**config.mk**
```make
export PLATFORM = sky130hd
export DESIGN_NAME = seq_shift_add_multiplier
export DESIGN_NICKNAME = d
export VERILOG_FILES = /design/src/rtl/seq_shift_add_multiplier.sv
export SDC_FILE = /design/constraint.sdc
export NUM_CORES = 1
export LEC_CHECK = 0
export CORE_AREA = 4 4 173 175
export DETAILED_ROUTE_END_ITERATION = 16
export DIE_AREA = 0 0 177 179
export PLACE_DENSITY = 0.69
export SLEW_MARGIN = 20
export SYNTH_ARGS = -nofsm -noshare
export SYNTH_HDL_FRONTEND = slang
export SYNTH_SLANG_ARGS = --single-unit
```
**constraint.sdc**
```tcl
create_clock -name clk -period 8.9 [get_ports clk]
set_input_delay 2.225 -clock clk [delete_from_list [all_inputs] [get_ports clk]]
set_output_delay 2.225 -clock clk [all_outputs]
set_load 0.05 [all_outputs]
```
**src/rtl/seq_shift_add_multiplier.sv**
```systemverilog
// Iterative radix-2 shift-add multiplier (unsigned or sign-magnitude per operation).
// Define SEQ_MUL_EARLY_EXIT_EN to finish as soon as the remaining multiplier bits are zero.
module seq_shift_add_multiplier #(
  parameter int WIDTH = 32
) (
  input  logic               clk,
  input  logic               rst,
  input  logic               in_valid,
  output logic               in_ready,
  input  logic [WIDTH-1:0]   a,
  input  logic [WIDTH-1:0]   b,
  input  logic               sm_mode,
  output logic               out_valid,
  input  logic               out_ready,
  output logic [2*WIDTH-1:0] result
);

  localparam int CW = $clog2(WIDTH) + 1;

  typedef enum logic [1:0] {IDLE, CALC, DONE} state_t;

  state_t               state_reg, state_next;
  logic [2*WIDTH-1:0]   mcand_reg, acc_reg, result_reg;
  logic [2*WIDTH-1:0]   acc_next, final_value;
  logic [WIDTH-1:0]     mplr_reg, mplr_next;
  logic [WIDTH-1:0]     a_mag, b_mag;
  logic [CW-1:0]        cnt_reg;
  logic                 sm_reg, sign_reg;
  logic                 accept, last_iter;

  // In sign-magnitude mode the MSB is a sign, so it is stripped from the operands.
  genvar gi;
  generate
    for (gi = 0; gi < WIDTH - 1; gi++) begin : g_mag
      assign a_mag[gi] = a[gi];
      assign b_mag[gi] = b[gi];
    end
  endgenerate
  assign a_mag[WIDTH-1] = a[WIDTH-1] & ~sm_mode;
  assign b_mag[WIDTH-1] = b[WIDTH-1] & ~sm_mode;

  assign accept    = in_valid && (state_reg == IDLE);
  assign acc_next  = acc_reg + (mplr_reg[0] ? mcand_reg : '0);
  assign mplr_next = mplr_reg >> 1;

`ifdef SEQ_MUL_EARLY_EXIT_EN
  assign last_iter = (cnt_reg == CW'(WIDTH - 1)) || (mplr_next == '0);
`else
  assign last_iter = (cnt_reg == CW'(WIDTH - 1));
`endif

  // A zero magnitude never carries a sign, so -0 results collapse to +0.
  assign final_value = sm_reg ? {sign_reg && (acc_next != '0), acc_next[2*WIDTH-2:0]}
                              : acc_next;

  always_ff @(posedge clk) begin
    if (rst) state_reg <= IDLE;
    else     state_reg <= state_next;
  end

  always_comb begin
    state_next = state_reg;
    case (state_reg)
      IDLE:    if (accept) state_next = CALC;
      CALC:    if (last_iter) state_next = DONE;
      DONE:    if (out_ready) state_next = IDLE;
      default: state_next = IDLE;
    endcase
  end

  always_comb begin
    in_ready  = (state_reg == IDLE);
    out_valid = (state_reg == DONE);
    result    = result_reg;
  end

  always_ff @(posedge clk) begin
    if (rst) begin
      mcand_reg  <= '0;
      mplr_reg   <= '0;
      acc_reg    <= '0;
      cnt_reg    <= '0;
      sm_reg     <= 1'b0;
      sign_reg   <= 1'b0;
      result_reg <= '0;
    end else begin
      case (state_reg)
        IDLE: begin
          if (accept) begin
            mcand_reg <= {{WIDTH{1'b0}}, a_mag};
            mplr_reg  <= b_mag;
            acc_reg   <= '0;
            cnt_reg   <= '0;
            sm_reg    <= sm_mode;
            sign_reg  <= sm_mode & (a[WIDTH-1] ^ b[WIDTH-1]);
          end
        end
        CALC: begin
          acc_reg   <= acc_next;
          mcand_reg <= mcand_reg << 1;
          mplr_reg  <= mplr_next;
          cnt_reg   <= cnt_reg + CW'(1);
          if (last_iter) result_reg <= final_value;
        end
        default: ;
      endcase
    end
  end

endmodule

```
Yosys cells after proc, flatten, opt, wreduce, memory -nomap -nowiden
Index checks and enable logic that the tools add are counted.

Mux-type cells: 14. $add $sub $neg: 2. Equal/unequal tests: 6. Bitwise gates (word level): 5. Reductions and logical operators: 9.

Operators by type and width (number): $mux W64 (4); $pmux W64 S2 (2); $add A64 B64 Y64 (1); $pmux W32 S2 (1); $reduce_bool A64 Y1 (1); $mux W32 (1); $pmux W6 S2 (1); $add A6 B1 Y6 const B (1); $eq A6 B5 Y1 const B (1); $mux W2 (3); $mux W6 (1); $pmux W2 S3 (1); $reduce_and A2 Y1 (3); $ne A2 B1 Y1 const B (2); $and A1 B1 Y1 (3); $reduce_and A3 Y1 (1); $eq A2 B1 Y1 const B (1); $eq A2 B2 Y1 const B (1); $logic_and A1 B1 Y1 (2); $logic_not A2 Y1 (1); $ne A2 B2 Y1 const B (1); $reduce_bool A2 Y1 (1); $not A1 Y1 (1); $xor A1 B1 Y1 (1).

Register bits: 234. Word-level logic and storage cells: 44. Input port bits: 69. Output and inout bits: 66.

Logic depth before layout (Yosys ltp)
Depth after elaboration: 5. Gate-level depth with buffers: 17. Gate-level depth less buffers: 15.

Least setup slack after synthesis
No wires, ideal clock.

Kind: reg2reg. Start point: register mplr_reg[0]. End point: register result_reg[63] (netlist: result[63]). Period minus slack after synthesis: 3690 ps. Stages on the path, launching flop included: 17. Arrival time: 3558 ps. Setup slack: 5210 ps. Setup time: 132 ps. Path buffers: 3. Path through: dfxtp_1 clkbuf_1 clkbuf_1 and2_1 ha_1 buf_6 a21o_1 a21oi_1 a21oi_2 o311ai_2 or4b_1 and2_4 a31o_1 xor2_1 nor4b_1 and4_1 a31oi_1.

Cells in the longest elaborated chain, start to end: 5.

Ends and longest elaborated chain: start, declared (line 25) `logic [WIDTH-1:0] mplr_reg, mplr_next;`; start signal, assigned (line 91) `mplr_reg <= b_mag;`; start signal, assigned (line 101) `mplr_reg <= mplr_next;`; $mux W64 * (line 43) `assign acc_next = acc_reg + (mplr_reg[0] ? mcand_reg : '0);`; $add A64 B64 Y64 * (line 43); $reduce_bool A64 Y1 (line 53) `assign final_value = sm_reg ? {sign_reg && (acc_next != '0), acc_next[2*WIDTH-2:0]}`; $logic_and A1 B1 Y1 (line 53); $mux W64 * (line 53); end signal, assigned (line 103) `if (last_iter) result_reg <= final_value;`; end, declared (line 23) `logic [2*WIDTH-1:0] mcand_reg, acc_reg, result_reg;`.

Mark *: on every way between the ends. The rest lies on a longest branch, timed or not. A chain may end at the register's enable or synchronous reset.

Final worst setup path
Ends and elaborated chain as after synthesis.

==> results.txt <==
final period utilization - 53.8%
Overflow after GRT - 0
pre-CTS setup slack - 3870 ps
RR Startpoint - mplr_reg[0]$_SDFFE_PP0P_
sequential area share after synthesis - 33.4%
largest net degree at the start of global routing - 136
crit path kind - register to register
# setup viols final - 0
Post-Synthesis Cell Area - 14000 sq um
gr busiest metal - met1
row count - 62
TritonRoute pass-1 iters - 7
post-CTS setup repair buffer count - 0
Comb pwr share - 9.7%
Yosys warning count - 0
Die Ht - 179 um
Initial Util - 49.3%
reg2reg path depth - 15
post-synth top area share - 33.4%
routed via count - 14300
routed wire length - 47500 um
Net Sw Frac - 26.5%
switching pwr - 640 uW
Worst Hold Endpoint - sign_reg$_SDFFE_PP0P_
Hold Path Class - register to register
Synth cell types - 84
initial drt markers - 1414
TritonCTS clock tree - built
Total Neg Setup Slack - 0 ps
CP cell instances - and2_1 > ha_1 > inv_1 > fa_1 > nor2b_1 > o2111ai_1 > a21boi_1 > o211ai_1 > a2111oi_2 > o2111ai_1 > nand3_1 > and3_1 > nand4_1 > nor4b_1 > a31oi_1
# Max-Cap Violations - 0
RePlAce Congestion - 0.964
initial antenna violation count - 0
Min Hold Slack - 451 ps
final worst clock skew - 15.0 ps
Setup crit end kind - register
dominant synthesized flop cell - dfxtp_1
cell mode on critical path - o2111ai_1
fill cell count - 2799
# hold bufs at CTS - 0
hold path depth - 2
Final Net Count - 2099
clock power share - 44.6%
worst-case clock buffer depth - 3
met2 usage - 43.3%
CTS buffer count - 26
slew at the pin with the worst max-slew slack - 1100 ps
Slew HR - 26.5%
post-route ant nets - 0
status - complete, no violations
Residual DRC - 0
met3 GRT Util - 4.41%
main area contributors after synthesis - dfxtp_1 (33%), a21oi_1 (8.4%), nand2_1 (7.6%), nor2_1 (7.3%), ha_1 (5.7%)
cell area after layout - 16300 sq um
post-DR vias/cell - 6.02
biggest area consumer among synthesized cells - dfxtp_1
fmax - 209 MHz
Worst IR Drop VDD - 0.122 mV
M1 GR Usage - 44.2%
Worst path slowest cell - a2111oi_2
worst r2r dst - result[63]$_SDFFE_PP0P_
count leader, synth - nand2_1
vias in the first global route - 13100
Yosys reg bits - 234
Largest stage delay, worst path - 790 ps
Setup WS post-layout - 4110 ps
CP Data Required Time - 9300 ps
Power Density - 149 nW/um^2
ys async rst share - 0%
RSZ-0062 raised after global routing - no
Post-synth top cells - nand2_1 (284), nor2_1 (274), a21oi_1 (237)
clock root buffer - clkbuf_16
CP max FO - 25
fraction of layout cells with a size suffix above 1 - 4.89%
H-Tree Depth - 1
Mean Syn Cell Area - 7.27 sq um
Final Hold Viols - 0
WL/cell - 20.1 um
worst hold start - sign_reg$_SDFFE_PP0P_
CTS Sinks - 234
io pins - 135
Ant. Diodes - 0
Synthesized Nets - 2066
clk_lat worst skew - 550 ps
Die W - 177 um
DP Wirelength - 34800 um
Buffers on Ports - 134
placed cell areas - 15400 sq um
core area - 28500 sq um
Setup crit start kind - register
Die Area - 31700 sq um
Leak - 0.00602 uW
r2r setup slk - 4110 ps
Critical Path AT - 5200 ps
fin. max-slew vios - 0
total track usage - 29.0%
Clock transition at path regs - 60 ps
global-route wire length before repair - 74000 um
Syn Inst Count - 1932
Min Clock Period, post-route - 4790 ps
Int Pwr - 1780 uW
post-CTS sizing - 0
sequential power share - 45.7%
Area Growth Syn to Fin - 15.9%
Post-synth EDFFs - 0
[metal layers]
| layer | vias up | part of all wire (%) |
|---|---|---|
| met5 | - | 0 |
| met4 | 0 | 2.3 |
| met1 | 6730 | 48 |
| met3 | 74 | 7.6 |
| met2 | 536 | 42 |
| li1 | 6926 | - |
[cell families after synthesis]
logic type	after synthesis	share of synthesized area [%]
simple gates	955	32.4
compound gates	472	20.8
flops	234	33.4
buf+inv	157	4.43
fa+ha+maj	65	5.85
xor+xnor	41	2.56
mux	8	0.597
[worst max-delay path: cells and delay by family, from the launching register on]
| family | cells | cell delay (ps) |
|---|---|---|
| buf+inv | 1 | 50 |
| fa+ha+maj | 2 | 560 |
| simple gates | 6 | 1210 |
| compound gates | 6 | 2090 |
| flops | 1 | 720 |
[layout by cell type, fill, tap and decap left out, types with 6 or more instances in the layout]
cell and count:
a21o_1 20, and2_1 77, o21ai_0 48, clkbuf_16 27
xnor2_1 23, o21a_1 17, ha_1 64, o31ai_1 8
nand3_1 108, clkdlybuf4s50_1 133, o21bai_1 8, buf_4 11
a21oi_1 237, nor4_1 64, a22oi_1 23, a211oi_1 10
and3_1 11, nor2b_1 11, a21boi_0 7, inv_1 17
o211ai_1 8, or3_1 14, and4_1 12, a31oi_1 17
o21ai_1 16, nand4_1 33, clkinv_2 8, nor3_1 19
nand2_1 282, xor2_1 18, dfxtp_1 234, nor2_1 274
nand2b_1 6
[power by group through the flow]
| stage | logic (uW) | clock network, uW | registers (uW) |
|---|---|---|---|
| final | 234 | 1080 | 1110 |
| after global routing | 256 | 1130 | 1110 |
| after CTS | 233 | 1090 | 1100 |
| after detailed placement | 231 | 0 | 1130 |
| after global placement | 229 | 0 | 1130 |
| after floorplan | 154 | 0 | 1120 |
[layout make-up]
class | instances | area, sq um | area share, %
Sequential cell | 234 | 4680 | 28.8
Multi-Input combinational cell | 1541 | 8770 | 53.9
Clock inverter | 13 | 103 | 0.631
Timing Repair Buffer | 145 | 1430 | 8.76
Tap cell | 384 | 480 | 2.95
Inverter | 17 | 63.8 | 0.392
Clock buffer | 35 | 746 | 4.58
[metrics by stage]
step                total power, uW  util, %  instances
global route                   2490     57.1       2369
CTS                            2430     57.1       2369
global placement               1360     54.2       2321
detailed placement             1360     54.2       2321
finish                         2420     57.1       2369
floorplan                      1270        -       1932
[how the worst max path moves through the flow]
stage	from	slack [ps]	depth (start not counted)	to
floorplan	mplr_reg[0]$_SDFFE_PP0P_	5210	16	result[63]$_SDFFE_PP0P_
global placement	in_valid	3890	5	mplr_reg[0]$_SDFFE_PP0P_
detailed placement	in_valid	3870	5	mplr_reg[0]$_SDFFE_PP0P_
CTS	mplr_reg[0]$_SDFFE_PP0P_	4190	15	result[63]$_SDFFE_PP0P_
global route	mplr_reg[0]$_SDFFE_PP0P_	3780	15	result[63]$_SDFFE_PP0P_
finish	mplr_reg[0]$_SDFFE_PP0P_	4110	15	result[63]$_SDFFE_PP0P_
(Power assumes the default switching activity.)
